$ cat config.mk
export PLATFORM = sky130hd
export DESIGN_NAME = bcd_timer_counter
export DESIGN_NICKNAME = d
export VERILOG_FILES = /design/src/rtl/bcd_timer_pkg.sv /design/src/rtl/bcd_digit_cell.sv /design/src/rtl/bcd_timer_counter.sv
export SDC_FILE = /design/constraint.sdc
export NUM_CORES = 1
export LEC_CHECK = 0
export ABC_AREA = 1
export BUFFER_PORTS_ARGS = -buffer_cell sky130_fd_sc_hd__buf_4
export CORE_UTILIZATION = 30
export CTS_CLUSTER_SIZE = 20
export DETAILED_ROUTE_END_ITERATION = 8
export GPL_ROUTABILITY_DRIVEN = 0
export SLEW_MARGIN = 0
export SYNTH_ARGS = -nofsm -noshare
export SYNTH_HDL_FRONTEND = slang
export SYNTH_SLANG_ARGS = --single-unit
$ cat constraint.sdc
create_clock -name clk -period 2.9 [get_ports clk]
set_input_delay 0 -clock clk [delete_from_list [all_inputs] [get_ports clk]]
set_output_delay 0 -clock clk [all_outputs]
set_load 0.02 [all_outputs]
$ cat src/rtl/bcd_timer_pkg.sv
// Shared definitions for the BCD timer counter: controller states,
// BCD digit width and the prescaler divide-ratio helper.
package bcd_timer_pkg;

  localparam int BCD_W = 4;

  typedef enum logic [1:0] {
    ST_IDLE  = 2'd0,
    ST_RUN   = 2'd1,
    ST_PAUSE = 2'd2,
    ST_DONE  = 2'd3
  } state_t;

  // Clock cycles per count step.
  function automatic int calc_div(input int clk_hz, input int tick_hz);
    return clk_hz / tick_hz;
  endfunction

endpackage

$ cat src/rtl/bcd_digit_cell.sv
// One BCD digit of the timer chain. Steps when the global step enable and
// its carry/borrow input are both high; wraps at its own maximum (up) or
// at zero (down) and reports that through cout to the next digit.
module bcd_digit_cell
  import bcd_timer_pkg::*;
(
  input  logic             clk,
  input  logic             rst,
  input  logic [BCD_W-1:0] max_val,
  input  logic             load_en,
  input  logic [BCD_W-1:0] load_val,
  input  logic             step_en,
  input  logic             dir_down,
  input  logic             cin,
  output logic [BCD_W-1:0] q,
  output logic             cout
);

  // Carry (up) or borrow (down) ripples only through digits sitting at their wrap point.
  assign cout = cin & (dir_down ? (q == '0) : (q == max_val));

  // Digit register: load/clear beats stepping.
  always_ff @(posedge clk or negedge rst) begin
    if (!rst) begin
      q <= '0;
    end else if (load_en) begin
      q <= load_val;
    end else if (step_en && cin) begin
      if (dir_down) q <= (q == '0) ? max_val : q - BCD_W'(1);
      else          q <= (q == max_val) ? '0 : q + BCD_W'(1);
    end
  end

endmodule

$ cat src/rtl/bcd_timer_counter.sv
// N-digit BCD run/pause/up/down timer with preset load and countdown expiry.
// Optional lap display is built only when BCD_TIMER_LAP_EN is defined.
//
// Command pulses are single-cycle and level-free: whatever is high on a
// rising edge is acted on, priority clear > load > stop > start.
module bcd_timer_counter
  import bcd_timer_pkg::*;
#(
  parameter int          CLK_HZ     = 50000000,
  parameter int          TICK_HZ    = 1,
  parameter int          NUM_DIGITS = 4,
  parameter logic [31:0] DIGIT_MAX  = 32'h00009959
) (
  input  logic                        clk,
  input  logic                        rst,
  input  logic                        cmd_start,
  input  logic                        cmd_stop,
  input  logic                        cmd_clear,
  input  logic                        cmd_load,
  input  logic [BCD_W*NUM_DIGITS-1:0] load_val,
  input  logic                        dir_down,
  input  logic                        cmd_lap,
  output logic [BCD_W*NUM_DIGITS-1:0] digits,
  output logic                        running,
  output logic                        tick,
  output logic                        wrapped,
  output logic                        expired,
  output logic                        blink
);

  localparam int W   = BCD_W * NUM_DIGITS;
  localparam int DIV = calc_div(CLK_HZ, TICK_HZ);
  localparam int PW  = $clog2(DIV);
  localparam logic [PW-1:0] PRE_LAST = PW'(DIV - 1);

  state_t              state, state_nx;
  logic [PW-1:0]       pre, pre_nx;
  logic [W-1:0]        live;
  logic [W-1:0]        load_sat;
  logic [NUM_DIGITS:0] chain;
  logic                step_en;
  logic                all_zero;
  logic                down_to_zero;
  logic                roll_up;

  assign tick     = (state == ST_RUN) && (pre == PRE_LAST);
  assign all_zero = (live == '0);
  // A down-step from zero would wrap; that case expires instead of stepping.
  assign step_en  = tick & ~cmd_clear & ~cmd_load & ~(dir_down & all_zero);
  // Only the value 1 steps down to all-zero.
  assign down_to_zero = step_en & dir_down & (live == W'(1));
  assign roll_up      = step_en & ~dir_down & chain[NUM_DIGITS];
  assign chain[0]     = 1'b1;

  for (genvar i = 0; i < NUM_DIGITS; i++) begin : g_digit
    localparam logic [BCD_W-1:0] MAXV = DIGIT_MAX[BCD_W*i +: BCD_W];

    assign load_sat[BCD_W*i +: BCD_W] =
      (load_val[BCD_W*i +: BCD_W] > MAXV) ? MAXV : load_val[BCD_W*i +: BCD_W];

    bcd_digit_cell u_cell (
      .clk      (clk),
      .rst      (rst),
      .max_val  (MAXV),
      .load_en  (cmd_clear | cmd_load),
      .load_val (cmd_clear ? {BCD_W{1'b0}} : load_sat[BCD_W*i +: BCD_W]),
      .step_en  (step_en),
      .dir_down (dir_down),
      .cin      (chain[i]),
      .q        (live[BCD_W*i +: BCD_W]),
      .cout     (chain[i+1])
    );
  end

  // Controller next state.
  always_comb begin
    state_nx = state;
    if (cmd_clear) begin
      state_nx = ST_IDLE;
    end else if (cmd_load) begin
      if (state == ST_DONE) state_nx = ST_IDLE;
    end else begin
      case (state)
        ST_IDLE:  if (cmd_start && !cmd_stop) state_nx = ST_RUN;
        ST_RUN: begin
          if (cmd_stop)                                  state_nx = ST_PAUSE;
          else if (dir_down && (all_zero || down_to_zero)) state_nx = ST_DONE;
        end
        ST_PAUSE: if (cmd_start && !cmd_stop) state_nx = ST_RUN;
        default:  state_nx = state;
      endcase
    end
  end

  // Prescaler next value: runs in RUN, frozen in PAUSE, parked at 0 otherwise.
  always_comb begin
    pre_nx = pre;
    if (cmd_clear || cmd_load) begin
      pre_nx = '0;
    end else begin
      case (state)
        ST_RUN:   pre_nx = (pre == PRE_LAST) ? '0 : pre + PW'(1);
        ST_PAUSE: pre_nx = pre;
        default:  pre_nx = '0;
      endcase
    end
  end

  // State, prescaler and the registered roll-over pulse.
  always_ff @(posedge clk or negedge rst) begin
    if (!rst) begin
      state   <= ST_IDLE;
      pre     <= '0;
      wrapped <= 1'b0;
    end else begin
      state   <= state_nx;
      pre     <= pre_nx;
      wrapped <= roll_up;
    end
  end

  assign running = (state == ST_RUN);
  assign expired = (state == ST_DONE);
  assign blink   = digits[0];

`ifdef BCD_TIMER_LAP_EN
  logic         lap_on;
  logic [W-1:0] lap_val;

  // Lap toggle: freeze a snapshot for display while counting carries on.
  always_ff @(posedge clk or negedge rst) begin
    if (!rst) begin
      lap_on  <= 1'b0;
      lap_val <= '0;
    end else if (cmd_clear || cmd_load) begin
      lap_on <= 1'b0;
    end else if (cmd_lap && (state == ST_RUN || state == ST_PAUSE)) begin
      if (!lap_on) begin
        lap_on  <= 1'b1;
        lap_val <= live;
      end else begin
        lap_on <= 1'b0;
      end
    end
  end

  assign digits = lap_on ? lap_val : live;
`else
  logic unused_lap;
  assign unused_lap = cmd_lap;
  assign digits     = live;
`endif

endmodule

==> Yosys cells after proc, flatten, opt, wreduce, memory -nomap -nowiden <==
Cells that the tools add are included.
W data, S select, Z words.
{ "totals": {"register_bits": 45, "in_bits": 24, "output_inout_bits": 21} }
{ "op_classes": {"n_addsub": 9, "n_lt_le_gt_ge": 4, "n_eq_ne": 13, "muxes": 42, "bitwise_logic": 16, "n_reduce_logical": 22} }
{ "ops": {"columns": ["cell", "count"], "rows": [
  ["$mux W4", 28],
  ["$mux W26", 2],
  ["$pmux W26 S2", 1],
  ["$add A26 B1 Y26 const B", 1],
  ["$eq A26 B26 Y1 const B", 1],
  ["$add A4 B1 Y4 const B", 4],
  ["$eq A16 B1 Y1 const B", 1],
  ["$logic_not A16 Y1", 1],
  ["$logic_not A4 Y1", 4],
  ["$sub A4 B1 Y4 const B", 4],
  ["$eq A4 B4 Y1 const B", 3],
  ["$gt A4 B4 Y1 const B", 3],
  ["$mux W2", 6],
  ["$and A1 B1 Y1", 11],
  ["$reduce_bool A2 Y1", 4],
  ["$logic_and A1 B1 Y1", 6],
  ["$ne A5 B4 Y1 const B", 1],
  ["$eq A2 B2 Y1 const B", 2],
  ["$eq A4 B3 Y1 const B", 1],
  ["$gt A4 B3 Y1 const B", 1],
  ["$mux W1", 4],
  ["$ne A4 B1 Y1 const B", 1],
  ["$not A1 Y1", 4],
  ["$pmux W2 S2", 1],
  ["other kinds (10)", 11]
]} }

==> Longest topological paths before layout <==
{ "depth": {"word_depth": 14, "depth_mapped": 11, "mapped_depth_nobuf": 11} }

==> Hierarchy <==
Synthesis repeated with hierarchy kept, for this count alone.
{ "hier_totals": {"cells_unflattened": 698, "hier_area_um2": 4160.2} }
{ "modules_own_cells": {"columns": ["module", "instances", "cells_per_inst", "area_each_um2", "seq_area_each_um2"], "rows": [
  ["bcd_timer_counter", 1, 346, 2213.4, 725.7],
  ["bcd_digit_cell", 4, 88, 486.7, 100.1]
]} }

==> Worst setup path before layout <==
OpenSTA, ideal clock, no wires.
{ "synth_timing": {"kind": "register -> register", "startpoint": "reg g_digit[1].u_cell.q[1]", "endpoint": "reg g_digit[1].u_cell.q[0]", "arrival_time_ns": 1.456, "required_ns": 2.778, "path_slack_ns": 1.323, "stages_incl_launch_ff": 11, "path_buffers": 0, "synth_period_minus_slack_ns": 1.577, "cell_sequence": "dfrtp_1 nor2_2 nand2_2 nor2_1 nand2_1 nor2_2 nor2_4 nand2_2 nand2_4 nor2_2 a21oi_2"} }
{ "synth_between": {"elab_chain_cells": 6, "elab_cells_between_ends": 13} }
{ "synth_rtl": {"columns": ["item", "line", "rtl"], "rows": [
  ["from (decl)", "bcd_digit_cell.sv:15", "output logic [BCD_W-1:0] q,"],
  ["from (signal assigned)", "bcd_digit_cell.sv:27", "q <= load_val;"],
  ["from (signal assigned)", "bcd_digit_cell.sv:29", "if (dir_down) q <= (q == '0) ? max_val : q - BCD_W'(1);"],
  ["from (signal assigned)", "bcd_digit_cell.sv:30", "else q <= (q == max_val) ? '0 : q + BCD_W'(1);"],
  ["$logic_not A16 Y1", "bcd_timer_counter.sv:47", "assign all_zero = (live == '0);"],
  ["$and A1 B1 Y1", "bcd_timer_counter.sv:49", "assign step_en = tick & ~cmd_clear & ~cmd_load & ~(dir_down & all_zero);"],
  ["$not A1 Y1", "bcd_timer_counter.sv:49", null],
  ["$and A1 B1 Y1", "bcd_timer_counter.sv:49", null],
  ["$logic_and A1 B1 Y1", "bcd_digit_cell.sv:28", "end else if (step_en && cin) begin"],
  ["$reduce_bool A2 Y1 (no line)", null, null]
]} }
Parallel ways exist; a longest one is shown, timed or not. The select of a mux whose other input is x is not followed.
A chain may end at the register's enable or synchronous reset.

==> Final worst setup path <==
{ "layout_timing": {"startpoint": "reg pre[0]", "endpoint": "reg pre[5]"} }
{ "layout_between": {"elab_chain_cells": 4, "elab_cells_between_ends": 5} }
{ "layout_rtl": {"columns": ["item", "line", "rtl"], "rows": [
  ["from (decl)", "bcd_timer_counter.sv:37", "logic [PW-1:0] pre, pre_nx;"],
  ["from (signal assigned)", "bcd_timer_counter.sv:117", "pre <= pre_nx;"],
  ["$add A26 B1 Y26 / $eq A26 B26 Y1 (equally long branches)", "bcd_timer_counter.sv:102", "ST_RUN: pre_nx = (pre == PRE_LAST) ? '0 : pre + PW'(1);"],
  ["$mux W26 *", "bcd_timer_counter.sv:102", null],
  ["$pmux W26 S2 *", "bcd_timer_counter.sv:101", "case (state)"],
  ["$mux W26 *", "bcd_timer_counter.sv:98", "if (cmd_clear || cmd_load) begin"]
]} }
Every way passes the cells marked *; elsewhere a longest branch is shown, timed or not.

==> flow_metrics.tcl <==
set metrics [dict create \
    syn_inst 523 \
    setup_viol 0 \
    numPortBuffers 43 \
    cts_tree "yes" \
    fin_crit_sh_pct 66.3 \
    placed_area_um2 3910 \
    drive_above_1_share_pct 16.1 \
    cp-end-kind "flop" \
    status "finished, final reports clean" \
    rsz0062_at_grt "false" \
    period_needed_ns 1.92 \
    ys_seq_area_share_pct 32.6 \
    fin_worst_skew_ns 0.00527 \
    wl_per_cell_um 13.5 \
    clkSlewWorstSetupHoldPaths_ns 0.07 \
    diodes 0 \
    worstHoldPathType "in2reg" \
    async_flop_share_pct 100 \
    required_ns 3.09 \
    cts_buffer_depth 2 \
    maxSlewHeadroom_pct 35.0 \
    reg2reg_from "pre[0]$_DFFE_PN0P_" \
    swShare_pct 31.5 \
    grt_pass1_wl_um 15800 \
    fill_cells 1186 \
    yosys.area.top_type "dfrtp_1" \
    overflow 0 \
    ff2ff_setup_slack_ns 0.98 \
    first_pass_iters 5 \
    wirelength_um 9530 \
    synth-seq-cells 45 \
    avgSynthCellArea_um2 6.60 \
    vias_per_cell 5.08 \
    cts_buffers 5 \
    cts_setup_buffers 0 \
    core_area_um2 11000 \
    cap_violations 0 \
    p_clk_share_pct 36.4 \
    clock-sinks 45 \
    ir_drop_mv 0.162 \
    crit_start "pre[0]$_DFFE_PN0P_" \
    critical_path_arrival_ns 2.11 \
    ant_nets 0 \
    pwr-share-seq_pct 42.5 \
    power.internal_mw 1.12 \
    synth_area_leaders "dfrtp_1 33%, nand2_1 14%, inv_1 6.6%, nand3_1 6.5%, nor2_1 6.3%" \
    vias 3583 \
    setup_tns_ns 0 \
    postLayoutCellArea_um2 4070 \
    pwr-share-comb_pct 21.1 \
    clockRootBuffer "clkbuf_16" \
    start_util_pct 31.3 \
    antenna_found_initial 0 \
    hold_violations 0 \
    criticalPathCategory "reg2reg" \
    crit_path_start_kind "flop" \
    layout_common_cells "131 x nand2_1, 61 x inv_1, 57 x nor2_1" \
    drc_errors 0 \
    fp-row-count 38 \
    ios 45 \
    worstPathMaxFanout 9 \
    max_freq_ghz 0.520 \
    insertion_delay_ns 0.29 \
    fin_util_pct 36.9 \
    hpwl_um 7090 \
    yosys_most_used_dff "dfrtp_1" \
    die_x_um 109 \
    dieArea_um2 11900 \
    hold_start "load_val[5]" \
    htreeDepth 2 \
    die_h_um 109 \
    grt_max_degree 46 \
    syn2layout_area_growth_pct 17.8 \
    tightest_slew_ns 0.971 \
    leakage_nw 1.87 \
    ys_types 42 \
    switching_power_mw 0.514 \
    final_common_cell "nand2_1" \
    final_nets 590 \
    drtIter0Drc 139 \
    ys_warn_count 0 \
    netlist.area_leader.share_pct 32.6 \
    report.final.slew_viol_count 0 \
    total_power_mw 1.63 \
    grt_use_total_pct 16.9 \
    holdWs_ns 0.0345 \
    power_density_nw_per_um2 401 \
    synth_area_um2 3450 \
    syn_nets 548 \
    first_global_vias 3412 \
    synth-edff-count 0 \
]
==> critical path, stage by stage, from the launching register on <==
cell and delay, ns:
dfrtp_1 0.40, ha_1 0.22, nand3_2 0.15, inv_2 0.11
nand2_1 0.07, nor2_2 0.18, and2_4 0.20, nor2_4 0.07
nor2_8 0.19, inv_2 0.10, nand2_1 0.08, nor2_1 0.04
==> worst paths after layout <==
path	cells past startpoint	end
setup / recovery	11	pre[5]$_DFFE_PN0P_
hold / removal	5	g_digit[1].u_cell.q[1]$_DFFE_PN0P_
setup reg to reg	11	pre[5]$_DFFE_PN0P_
hold reg to reg	2	pre[1]$_DFFE_PN0P_
max in group asynchronous	2	g_digit[3].u_cell.q[0]$_DFFE_PN0P_
min in group asynchronous	2	pre[24]$_DFFE_PN0P_
==> power groups by stage <==
stage	registers [mW]	clock network (mW)	logic (mW)
floorplan	0.720	0	0.194
global placement	0.702	0	0.336
detailed placement	0.703	0	0.344
CTS	0.691	0.612	0.347
global route	0.696	0.632	0.384
finish	0.692	0.594	0.344
==> cell type report <==
cell class / instances / area (um2) / share of cell area [%]
multi-input combinational: 399 / 2010 / 49.3
sequential: 45 / 1130 / 27.7
timing repair buffer: 49 / 373 / 9.17
inverter: 65 / 244 / 6.00
tap: 140 / 175 / 4.31
clock buffer: 7 / 143 / 3.51
==> logic make-up after synthesis <==
kind of cell,Yosys count,share of synthesized area [%]
and+or+nand+nor,305,41.8
AOI/OAI and AO/OA,81,12.9
buffers and inverters,79,9.35
DFF,45,32.6
xor gates and xnor gates,12,3.04
adders and majority gates,1,0.362
==> repair_timing <==
item	in CTS	in global routing
gates resized for setup	0	0
hold buffers	2	0
endpoints found under the hold margin	46	0
==> per-stage QoR <==
stage	cells	setup slack, ns
after global routing	705	0.804
after detailed placement	696	1.02
final	705	0.977
after floorplan	523	1.32
after global placement	696	1.03
after CTS	705	0.986
==> per-layer routing <==
layer | vias to the layer above | GRT usage (%) | part of all wire (%)
met4 | 0 | 4.76 | 1.8
met2 | 109 | 30.0 | 49
met1 | 1652 | 20.7 | 44
li1 | 1804 | - | -
met5 | - | 0 | 0
met3 | 18 | 3.08 | 5.7
==> synth_stat cells, drive strengths merged, types with 6 or more instances <==
| cell type | instances |
|---|---|
| nor3 | 19 |
| dfrtp | 45 |
| a21oi | 21 |
| o21ai | 45 |
| inv | 65 |
| nand2 | 140 |
| nand3 | 48 |
| buf | 9 |
| nand4 | 11 |
| xor2 | 12 |
| nor2 | 72 |
| nand3b | 6 |
==> sequential cells by signal (all words and copies together) (netlist names) <==
name,flops
pre,26
g_digit.u_cell.q,16
state,2
wrapped,1
Note: power is estimated with default switching activity, not from simulation.
